===== config.mk =====
export PLATFORM = sky130hd
export DESIGN_NAME = sdram_port_arbiter
export DESIGN_NICKNAME = d
export VERILOG_FILES = /design/src/rtl/sdram_port_arbiter.sv
export SDC_FILE = /design/constraint.sdc
export NUM_CORES = 1
export LEC_CHECK = 0
export BUFFER_PORTS_ARGS = -buffer_cell sky130_fd_sc_hd__buf_2
export CORE_UTILIZATION = 40
export CTS_CLUSTER_DIAMETER = 40
export DETAILED_ROUTE_END_ITERATION = 6
export GPL_ROUTABILITY_DRIVEN = 0
export PLACE_DENSITY = 0.76
export SYNTH_ARGS = -nofsm -noshare
export SYNTH_HDL_FRONTEND = slang
export SYNTH_SLANG_ARGS = --single-unit

===== constraint.sdc =====
create_clock -name i_clk -period 5 [get_ports i_clk]
set_input_delay 1 -clock i_clk [delete_from_list [all_inputs] [get_ports i_clk]]
set_output_delay 1 -clock i_clk [all_outputs]
set_load 0.02 [all_outputs]

===== src/rtl/sdram_port_arbiter.sv =====
// Two-port arbiter in front of a single-master SDRAM controller port.
// One transaction in flight, round-robin on ties, req/ack/done per port,
// and a bounded wait for read data so a lost read cannot hang a requester.
module sdram_port_arbiter #(
  parameter int ADDR_W  = 26,
  parameter int DATA_W  = 16,
  parameter int TIMEOUT = 255
) (
  input  logic              i_clk,
  input  logic              i_rst_n,
  // requester port 0 (store / record path)
  input  logic              i_req0,
  input  logic              i_we0,
  input  logic [ADDR_W-1:0] i_addr0,
  input  logic [DATA_W-1:0] i_wdata0,
  output logic              o_ack0,
  output logic              o_done0,
  output logic              o_err0,
  output logic [DATA_W-1:0] o_rdata0,
  // requester port 1 (load / playback path)
  input  logic              i_req1,
  input  logic              i_we1,
  input  logic [ADDR_W-1:0] i_addr1,
  input  logic [DATA_W-1:0] i_wdata1,
  output logic              o_ack1,
  output logic              o_done1,
  output logic              o_err1,
  output logic [DATA_W-1:0] o_rdata1,
  // SDRAM controller side
  input  logic [DATA_W-1:0] i_SDRAM_DATA,
  input  logic              i_SDRAM_VALID,
  output logic              o_SDRAM_WRITE,
  output logic              o_SDRAM_READ,
  output logic [ADDR_W-1:0] o_SDRAM_ADDR,
  output logic [DATA_W-1:0] o_SDRAM_DQ,
  // status
  output logic              o_busy,
  output logic [1:0]        o_state
);

  typedef enum logic [1:0] {
    S_IDLE   = 2'd0,
    S_WRITE  = 2'd1,
    S_READ   = 2'd2,
    S_UNUSED = 2'd3
  } state_t;

  // Counter must be able to hold TIMEOUT-1; TIMEOUT >= 1 keeps this non-negative.
  localparam int CNT_W = (TIMEOUT > 1) ? $clog2(TIMEOUT) : 1;
  localparam logic [CNT_W-1:0] CNT_LAST = CNT_W'(TIMEOUT - 1);

  state_t            r_state;
  logic [CNT_W-1:0]  r_cnt;
  logic              r_last_grant;
  logic              r_port;
  logic              r_busy;
  logic              r_ack0, r_ack1;
  logic              r_done0, r_done1;
  logic              r_err0, r_err1;
  logic [DATA_W-1:0] r_rdata0, r_rdata1;
  logic              r_sdram_write, r_sdram_read;
  logic [ADDR_W-1:0] r_sdram_addr;
  logic [DATA_W-1:0] r_sdram_dq;

  logic              w_any_req;
  logic              w_grant_port;
  logic              w_grant_we;
  logic [ADDR_W-1:0] w_grant_addr;
  logic [DATA_W-1:0] w_grant_data;

  // Arbitration choice: a lone request wins outright, a tie goes to the
  // port that did not win last time.
  always_comb begin
    w_any_req    = i_req0 | i_req1;
    w_grant_port = (i_req0 && i_req1) ? ~r_last_grant : i_req1;
    w_grant_we   = w_grant_port ? i_we1    : i_we0;
    w_grant_addr = w_grant_port ? i_addr1  : i_addr0;
    w_grant_data = w_grant_port ? i_wdata1 : i_wdata0;
  end

  // Main FSM: arbitration, strobe generation, read capture and timeout.
  always_ff @(posedge i_clk) begin
    if (!i_rst_n) begin
      r_state       <= S_IDLE;
      r_cnt         <= '0;
      r_last_grant  <= 1'b1;   // so port 0 wins the first tie
      r_port        <= 1'b0;
      r_busy        <= 1'b0;
      r_ack0        <= 1'b0;
      r_ack1        <= 1'b0;
      r_done0       <= 1'b0;
      r_done1       <= 1'b0;
      r_err0        <= 1'b0;
      r_err1        <= 1'b0;
      r_rdata0      <= '0;
      r_rdata1      <= '0;
      r_sdram_write <= 1'b0;
      r_sdram_read  <= 1'b0;
      r_sdram_addr  <= '0;
      r_sdram_dq    <= '0;
    end else begin
      // Pulse outputs default low; each branch raises only what it needs.
      r_ack0        <= 1'b0;
      r_ack1        <= 1'b0;
      r_done0       <= 1'b0;
      r_done1       <= 1'b0;
      r_err0        <= 1'b0;
      r_err1        <= 1'b0;
      r_sdram_write <= 1'b0;
      r_sdram_read  <= 1'b0;

      case (r_state)
        S_IDLE: begin
          if (w_any_req) begin
            r_port       <= w_grant_port;
            r_last_grant <= w_grant_port;
            r_sdram_addr <= w_grant_addr;
            r_sdram_dq   <= w_grant_data;
            r_ack0       <= ~w_grant_port;
            r_ack1       <= w_grant_port;
            r_busy       <= 1'b1;
            if (w_grant_we) begin
              r_state       <= S_WRITE;
              r_sdram_write <= 1'b1;
            end else begin
              r_state      <= S_READ;
              r_sdram_read <= 1'b1;
              r_cnt        <= '0;
            end
          end else begin
            r_busy <= 1'b0;
          end
        end

        // The write strobe cycle is the whole write; complete right away.
        S_WRITE: begin
          r_state <= S_IDLE;
          r_busy  <= 1'b0;
          r_done0 <= ~r_port;
          r_done1 <= r_port;
        end

        // Wait for read data; valid on the last counted cycle still wins.
        S_READ: begin
          if (i_SDRAM_VALID) begin
            r_state <= S_IDLE;
            r_busy  <= 1'b0;
            r_done0 <= ~r_port;
            r_done1 <= r_port;
            if (r_port) r_rdata1 <= i_SDRAM_DATA;
            else        r_rdata0 <= i_SDRAM_DATA;
          end else if (r_cnt == CNT_LAST) begin
            r_state <= S_IDLE;
            r_busy  <= 1'b0;
            r_done0 <= ~r_port;
            r_done1 <= r_port;
            r_err0  <= ~r_port;
            r_err1  <= r_port;
          end else begin
            r_cnt <= r_cnt + 1'b1;
          end
        end

        default: begin
          r_state <= S_IDLE;
          r_busy  <= 1'b0;
        end
      endcase
    end
  end

  assign o_ack0        = r_ack0;
  assign o_ack1        = r_ack1;
  assign o_done0       = r_done0;
  assign o_done1       = r_done1;
  assign o_err0        = r_err0;
  assign o_err1        = r_err1;
  assign o_rdata0      = r_rdata0;
  assign o_rdata1      = r_rdata1;
  assign o_SDRAM_WRITE = r_sdram_write;
  assign o_SDRAM_READ  = r_sdram_read;
  assign o_SDRAM_ADDR  = r_sdram_addr;
  assign o_SDRAM_DQ    = r_sdram_dq;
  assign o_busy        = r_busy;
  assign o_state       = r_state;

endmodule


# --- Word-level counts from Yosys, hierarchy flattened ---
# Index checks and enable logic that the tools add are counted.
totals:
  register_bits: 95
  input_bits: 107
  word_cells: 68
classes:
  n_addsub: 1
  eq_ne: 8
  mux: 26
  bitwise_logic: 6
  reduce_logical: 10
op_table:
  columns: ["cell", "count"]
  rows:
  - ["8-bit 2-to-1 mux", 4]
  - ["26-bit 2-to-1 mux", 1]
  - ["16-bit 2-to-1 mux", 1]
  - ["8-bit case mux with 2 select lines", 1]
  - ["1-bit 2-to-1 mux", 11]
  - ["3-bit AND reduction", 3]
  - ["8-bit by 1-bit adder with 8-bit output (second input constant)", 1]
  - ["8-bit equality test (second input constant)", 1]
  - ["2-bit 2-to-1 mux", 4]
  - ["2-bit != test (second input constant)", 4]
  - ["1-bit case mux with 2 select lines", 3]
  - ["1-bit inverter", 5]
  - ["5-bit AND reduction", 1]
  - ["2-bit case mux with 2 select lines", 1]
  - ["2-bit AND reduction", 2]
  - ["3-bit != test (second input constant)", 1]
  - ["3-bit OR reduction", 1]
  - ["2-bit by 1-bit equality test with 1-bit output (second input constant)", 1]
  - ["2-bit equality test (second input constant)", 1]
  - ["2-bit zero test", 1]
  - ["2-bit nonzero test", 1]
  - ["1-bit logical AND", 1]
  - ["1-bit bitwise OR", 1]

# --- Depth between registers and ports, before layout ---
logic_depth:
  depth_word: 6
  depth_mapped: 8
  mapped_depth_nobuf: 6

# --- Least setup slack after synthesis ---
# OpenSTA, ideal clock, no wires.
synth_timing:
  path_kind: "input-to-reg"
  start: "input i_req1"
  end: "register r_cnt[3]"
  arrival_time_ns: 2.246
  required_time_ns: 4.908
  path_slack_ns: 2.661
  path_stages: 6
  path_buffers: 2
  path_cell_list: "a21bo_1 -> buf_6 -> o221a_1 -> or3b_1 -> buf_2 -> o32ai_1"
synth_between:
  elab_chain_cells: 5
  elab_cells_between_ends: 7
synth_lines:
  columns: ["item", "line", "text"]
  rows:
  - ["from (decl)", "21", "input logic i_req1,"]
  - ["1-bit logical AND", "75", "w_grant_port = (i_req0 && i_req1) ? ~r_last_grant : i_req1;"]
  - ["1-bit 2-to-1 mux", "75", null]
  - ["1-bit 2-to-1 mux", "76", "w_grant_we = w_grant_port ? i_we1 : i_we0;"]
  - ["2-bit != test (no line)", null, null]
  - ["5-bit AND reduction (no line) *", null, null]
  - ["to (signal assigned)", "160", "r_cnt <= r_cnt + 1'b1;"]
  - ["to (decl)", "53", "logic [CNT_W-1:0] r_cnt;"]
# Mark *: on every way between the ends. The rest lies on a longest branch, timed or not.
# A chain may end at the register's enable or synchronous reset.

# --- Worst setup path after layout ---
# Same ends and word-level chain as after synthesis.

==> metrics.txt <==
# TYPE chip_impl_metric gauge
chip_impl_info{name="outcome",value="finished, final reports clean"} 1
chip_impl_metric{name="slew_violations",unit=""} 0
chip_impl_metric{name="synth_seq_area_share",unit="%"} 49.1
chip_impl_metric{name="drt_drc_violations_left",unit=""} 0
chip_impl_metric{name="hold_violations",unit=""} 0
chip_impl_metric{name="syn-mean-instance-area",unit="sq um"} 7.93
chip_impl_info{name="tritoncts_clock_tree",value="built"} 1
chip_impl_metric{name="synth-compound-area-share",unit="%"} 19.8
chip_impl_info{name="unrepaired_setup_endpoints_after_global_routing",value="false"} 1
chip_impl_metric{name="design.portCount",unit=""} 192
chip_impl_metric{name="p_leak",unit="nW"} 2.34
chip_impl_metric{name="drt_iter0_drc",unit=""} 117
chip_impl_metric{name="number_of_enable_flip_flop_cells_after_synthesis",unit=""} 0
chip_impl_metric{name="cap_violations",unit=""} 0
chip_impl_metric{name="design_power_total",unit="mW"} 1.78
chip_impl_metric{name="syn-num-nets",unit=""} 601
chip_impl_metric{name="final_antenna_net_count",unit=""} 0
chip_impl_metric{name="gr-usage-all-layers",unit="%"} 20.5
chip_impl_info{name="worstSetupStartpointType",value="input port"} 1
chip_impl_metric{name="grt_use_met1",unit="%"} 24.0
chip_impl_metric{name="fp-row-count",unit=""} 35
chip_impl_info{name="min_path_type",value="flip-flop to flip-flop"} 1
chip_impl_info{name="top_usage_layer",value="met2"} 1
chip_impl_metric{name="layout.cell_area.non_filler",unit="sq um"} 5100
chip_impl_metric{name="starting_density_of_the_core",unit="%"} 41.6
chip_impl_metric{name="final.min_clock_period",unit="ns"} 2.59
chip_impl_metric{name="drtPass1Iterations",unit=""} 4
chip_impl_metric{name="finalSetupViolCount",unit=""} 0
chip_impl_metric{name="p_switching",unit="mW"} 0.541
chip_impl_info{name="cp_class",value="input port to flip-flop"} 1
chip_impl_metric{name="worstMarginPinSlew",unit="ns"} 1.15
chip_impl_metric{name="power.clock.fraction",unit="%"} 31.4
chip_impl_metric{name="place.port_buffers",unit=""} 191
chip_impl_metric{name="clock_latency",unit="ns"} 0.36
chip_impl_metric{name="groute.layer.met3.usage",unit="%"} 6.20
chip_impl_info{name="clock_tree_root_buffer_cell",value="sky130_fd_sc_hd__clkbuf_8"} 1
chip_impl_metric{name="ctsHtreeMaxLevel",unit=""} 3
chip_impl_metric{name="synth_simple_gate_area_share",unit="%"} 25.1
chip_impl_metric{name="max-slew-margin-rel",unit="%"} 23.3
chip_impl_info{name="combinational_family_with_the_most_area_after_synthesis",value="simple AND/OR/NAND/NOR gates"} 1
chip_impl_metric{name="grt_pass1_wl",unit="mm"} 16.5
chip_impl_metric{name="pin_count_of_the_biggest_net_entering_global_routing",unit=""} 64
chip_impl_metric{name="coreArea",unit="sq um"} 9330
chip_impl_metric{name="yosys.area_share.xor_xnor",unit="%"} 0
chip_impl_metric{name="clock-sinks",unit=""} 95
chip_impl_metric{name="clock_slew_at_the_register_clock_pins_of_the_worst_setup_and_hold_paths",unit="ns"} 0.10
chip_impl_metric{name="avgViaCountPerCell",unit=""} 5.03
chip_impl_metric{name="placed_cell_area",unit="sq um"} 4880
chip_impl_metric{name="synth.top_cell.area_share",unit="%"} 49.1
chip_impl_metric{name="dieHeight",unit="um"} 100
chip_impl_info{name="worstSetupEndpointType",value="flip-flop"} 1
chip_impl_metric{name="met2_track_demand_over_resource",unit="%"} 36.4
chip_impl_metric{name="crit_fanout",unit=""} 45
chip_impl_metric{name="yosys.area_share.adder",unit="%"} 1.61
chip_impl_metric{name="dr_total_vias",unit=""} 3975
chip_impl_metric{name="grt.overflow.total",unit=""} 0
chip_impl_metric{name="layout.cells.non_filler",unit=""} 791
chip_impl_metric{name="antenna_cells",unit=""} 0
chip_impl_metric{name="area_of_the_mapped_netlist",unit="sq um"} 3880
chip_impl_metric{name="area_growth_syn_to_layout",unit="%"} 31.6
chip_impl_metric{name="post_synth_num_cell_types",unit=""} 39
chip_impl_metric{name="worst_path_arrival",unit="ns"} 2.84
chip_impl_metric{name="placedCellCount",unit=""} 775
chip_impl_metric{name="async_reset_ff_share",unit="%"} 0
chip_impl_metric{name="cts_setup_buffers",unit=""} 0
chip_impl_info{name="yosys.cell_count.top_type",value="sky130_fd_sc_hd__nand2_1"} 1
chip_impl_metric{name="post_synth_mux_area_share",unit="%"} 0.258
chip_impl_metric{name="ys_warn_count",unit=""} 0
chip_impl_metric{name="achievable-frequency",unit="MHz"} 387
chip_impl_info{name="synth_area_leaders",value="sky130_fd_sc_hd__dfxtp_1 49%, sky130_fd_sc_hd__nand2_1 15%, sky130_fd_sc_hd__a311oi_1 9.5%"} 1
chip_impl_info{name="leading_register_cell_type_out_of_synthesis",value="sky130_fd_sc_hd__dfxtp_1"} 1
chip_impl_metric{name="die_width",unit="um"} 100
chip_impl_metric{name="p_seq_share",unit="%"} 47.6
chip_impl_metric{name="cellPowerDensity",unit="nW/um^2"} 349
chip_impl_metric{name="internal_power",unit="mW"} 1.24
chip_impl_info{name="post_synth_most_frequent_cells",value="160 x sky130_fd_sc_hd__nand2_1, 95 x sky130_fd_sc_hd__dfxtp_1, 48 x sky130_fd_sc_hd__nor2_1"} 1
chip_impl_metric{name="sw_frac_of_total",unit="%"} 30.4
chip_impl_metric{name="avgRoutedWirePerCell",unit="um"} 13.3
chip_impl_metric{name="ir_worst_vdd",unit="V"} 0.000183
chip_impl_metric{name="comb_power_share",unit="%"} 21.0
chip_impl_metric{name="cts_buffers",unit=""} 9
chip_impl_metric{name="first_global_vias",unit=""} 3626
chip_impl_metric{name="setup_total_negative_slack",unit="ns"} 0
chip_impl_metric{name="cts-root-to-sink-buffers",unit=""} 2
chip_impl_info{name="post-synth-top-area-cell",value="sky130_fd_sc_hd__dfxtp_1"} 1
chip_impl_metric{name="finalClockSkew",unit="ns"} 0.0151
chip_impl_metric{name="grt_antenna_before_repair",unit=""} 0
chip_impl_metric{name="drive_above_1_share",unit="%"} 32.5
chip_impl_metric{name="design.final.nets",unit=""} 769
chip_impl_metric{name="holdWs",unit="ns"} 0.455
chip_impl_metric{name="cts-hold-fix-buffers",unit=""} 0
chip_impl_metric{name="dp.final_hpwl",unit="mm"} 7.60
chip_impl_metric{name="cp_data_required_time",unit="ns"} 5.25
chip_impl_metric{name="min_period_over_period",unit="%"} 51.7
chip_impl_metric{name="post_synth_inst_count",unit=""} 489
chip_impl_metric{name="cts_resized",unit=""} 0
chip_impl_metric{name="register_bit_total_from_synthesis",unit=""} 95
chip_impl_metric{name="die_area",unit="sq um"} 10100
chip_impl_metric{name="detail_route.wirelength",unit="mm"} 10.6
-- state kept, by name, indices dropped and copies added (netlist names) --
name,flops
o_SDRAM_DQ,16
o_done1,1
r_cnt,8
r_port,1
o_state,2
o_SDRAM_ADDR,26
o_err1,1
o_rdata0,16
o_SDRAM_WRITE,1
o_rdata1,16
o_ack0,1
r_last_grant,1
o_busy,1
o_done0,1
o_err0,1
o_ack1,1
o_SDRAM_READ,1
-- routing by layer --
metal  vias up  share of wire, %
met5         -                 0
met2       130                50
met1      1822                42
met3         5               7.2
met4         0              0.55
li1       2018                 -
-- critical path: stages --
cell,delay [ns]
sky130_fd_sc_hd__buf_2,0.13
sky130_fd_sc_hd__a21bo_1,0.21
sky130_fd_sc_hd__buf_4,0.26
sky130_fd_sc_hd__o221a_1,0.42
sky130_fd_sc_hd__or3b_1,0.50
sky130_fd_sc_hd__o32ai_1,0.32
-- cell usage in the layout, fill, tap and decap left out, drive strengths merged, types with 5 or more instances in the layout --
master,netlist,final
buf,3,194
dfxtp,95,95
nand3,5,5
a21oi,39,39
and3,5,5
nand2,160,160
nor2,48,48
o21ai,8,8
ha,5,5
inv,4,5
a311oi,42,42
clkbuf,34,10
-- through the flow --
stage / utilization [%] / setup WS (ns)
2_1_floorplan: - / 2.66
3_3_place_gp: 52.3 / 2.17
3_5_place_dp: 52.3 / 2.05
4_1_cts: 54.7 / 2.42
5_1_grt: 54.7 / 2.24
6_report: 54.7 / 2.41
-- cell families after synthesis --
| logic type | after synthesis |
|---|---|
| muxes | 1 |
| adders and majority gates | 5 |
| AOI/OAI and AO/OA | 109 |
| buffers and inverters | 41 |
| and+or+nand+nor | 238 |
| DFF | 95 |
-- worst paths after layout --
kind / start / depth (start not counted) / endpoint / slack [ns]
hold reg to reg: o_rdata0[12] / 2 / o_rdata0[12] / 0.45
setup / recovery: i_req1 / 6 / r_cnt[3] / 2.41
hold / removal: o_rdata0[12] / 2 / o_rdata0[12] / 0.45
setup reg to reg: o_state[0] / 6 / o_SDRAM_ADDR[25] / 2.50
-- area by class of cell --
class,instances,area [sq um]
Clock inverter,6,93.8
Tap cell,129,161
Clock buffer,10,128
Timing Repair Buffer,194,978
Fill cell,909,4230
Multi-Input combinational cell,353,1820
Sequential cell,95,1900
Inverter,4,15.0
-- power by group through the flow --
stage               clock, mW  sequential, mW  combinational, mW
floorplan                   0           0.933              0.168
global placement            0           0.864              0.367
detailed placement          0           0.865              0.374
CTS                     0.575           0.848              0.375
global route            0.604           0.855              0.409
finish                  0.559           0.848              0.373
(Power assumes the default switching activity.)
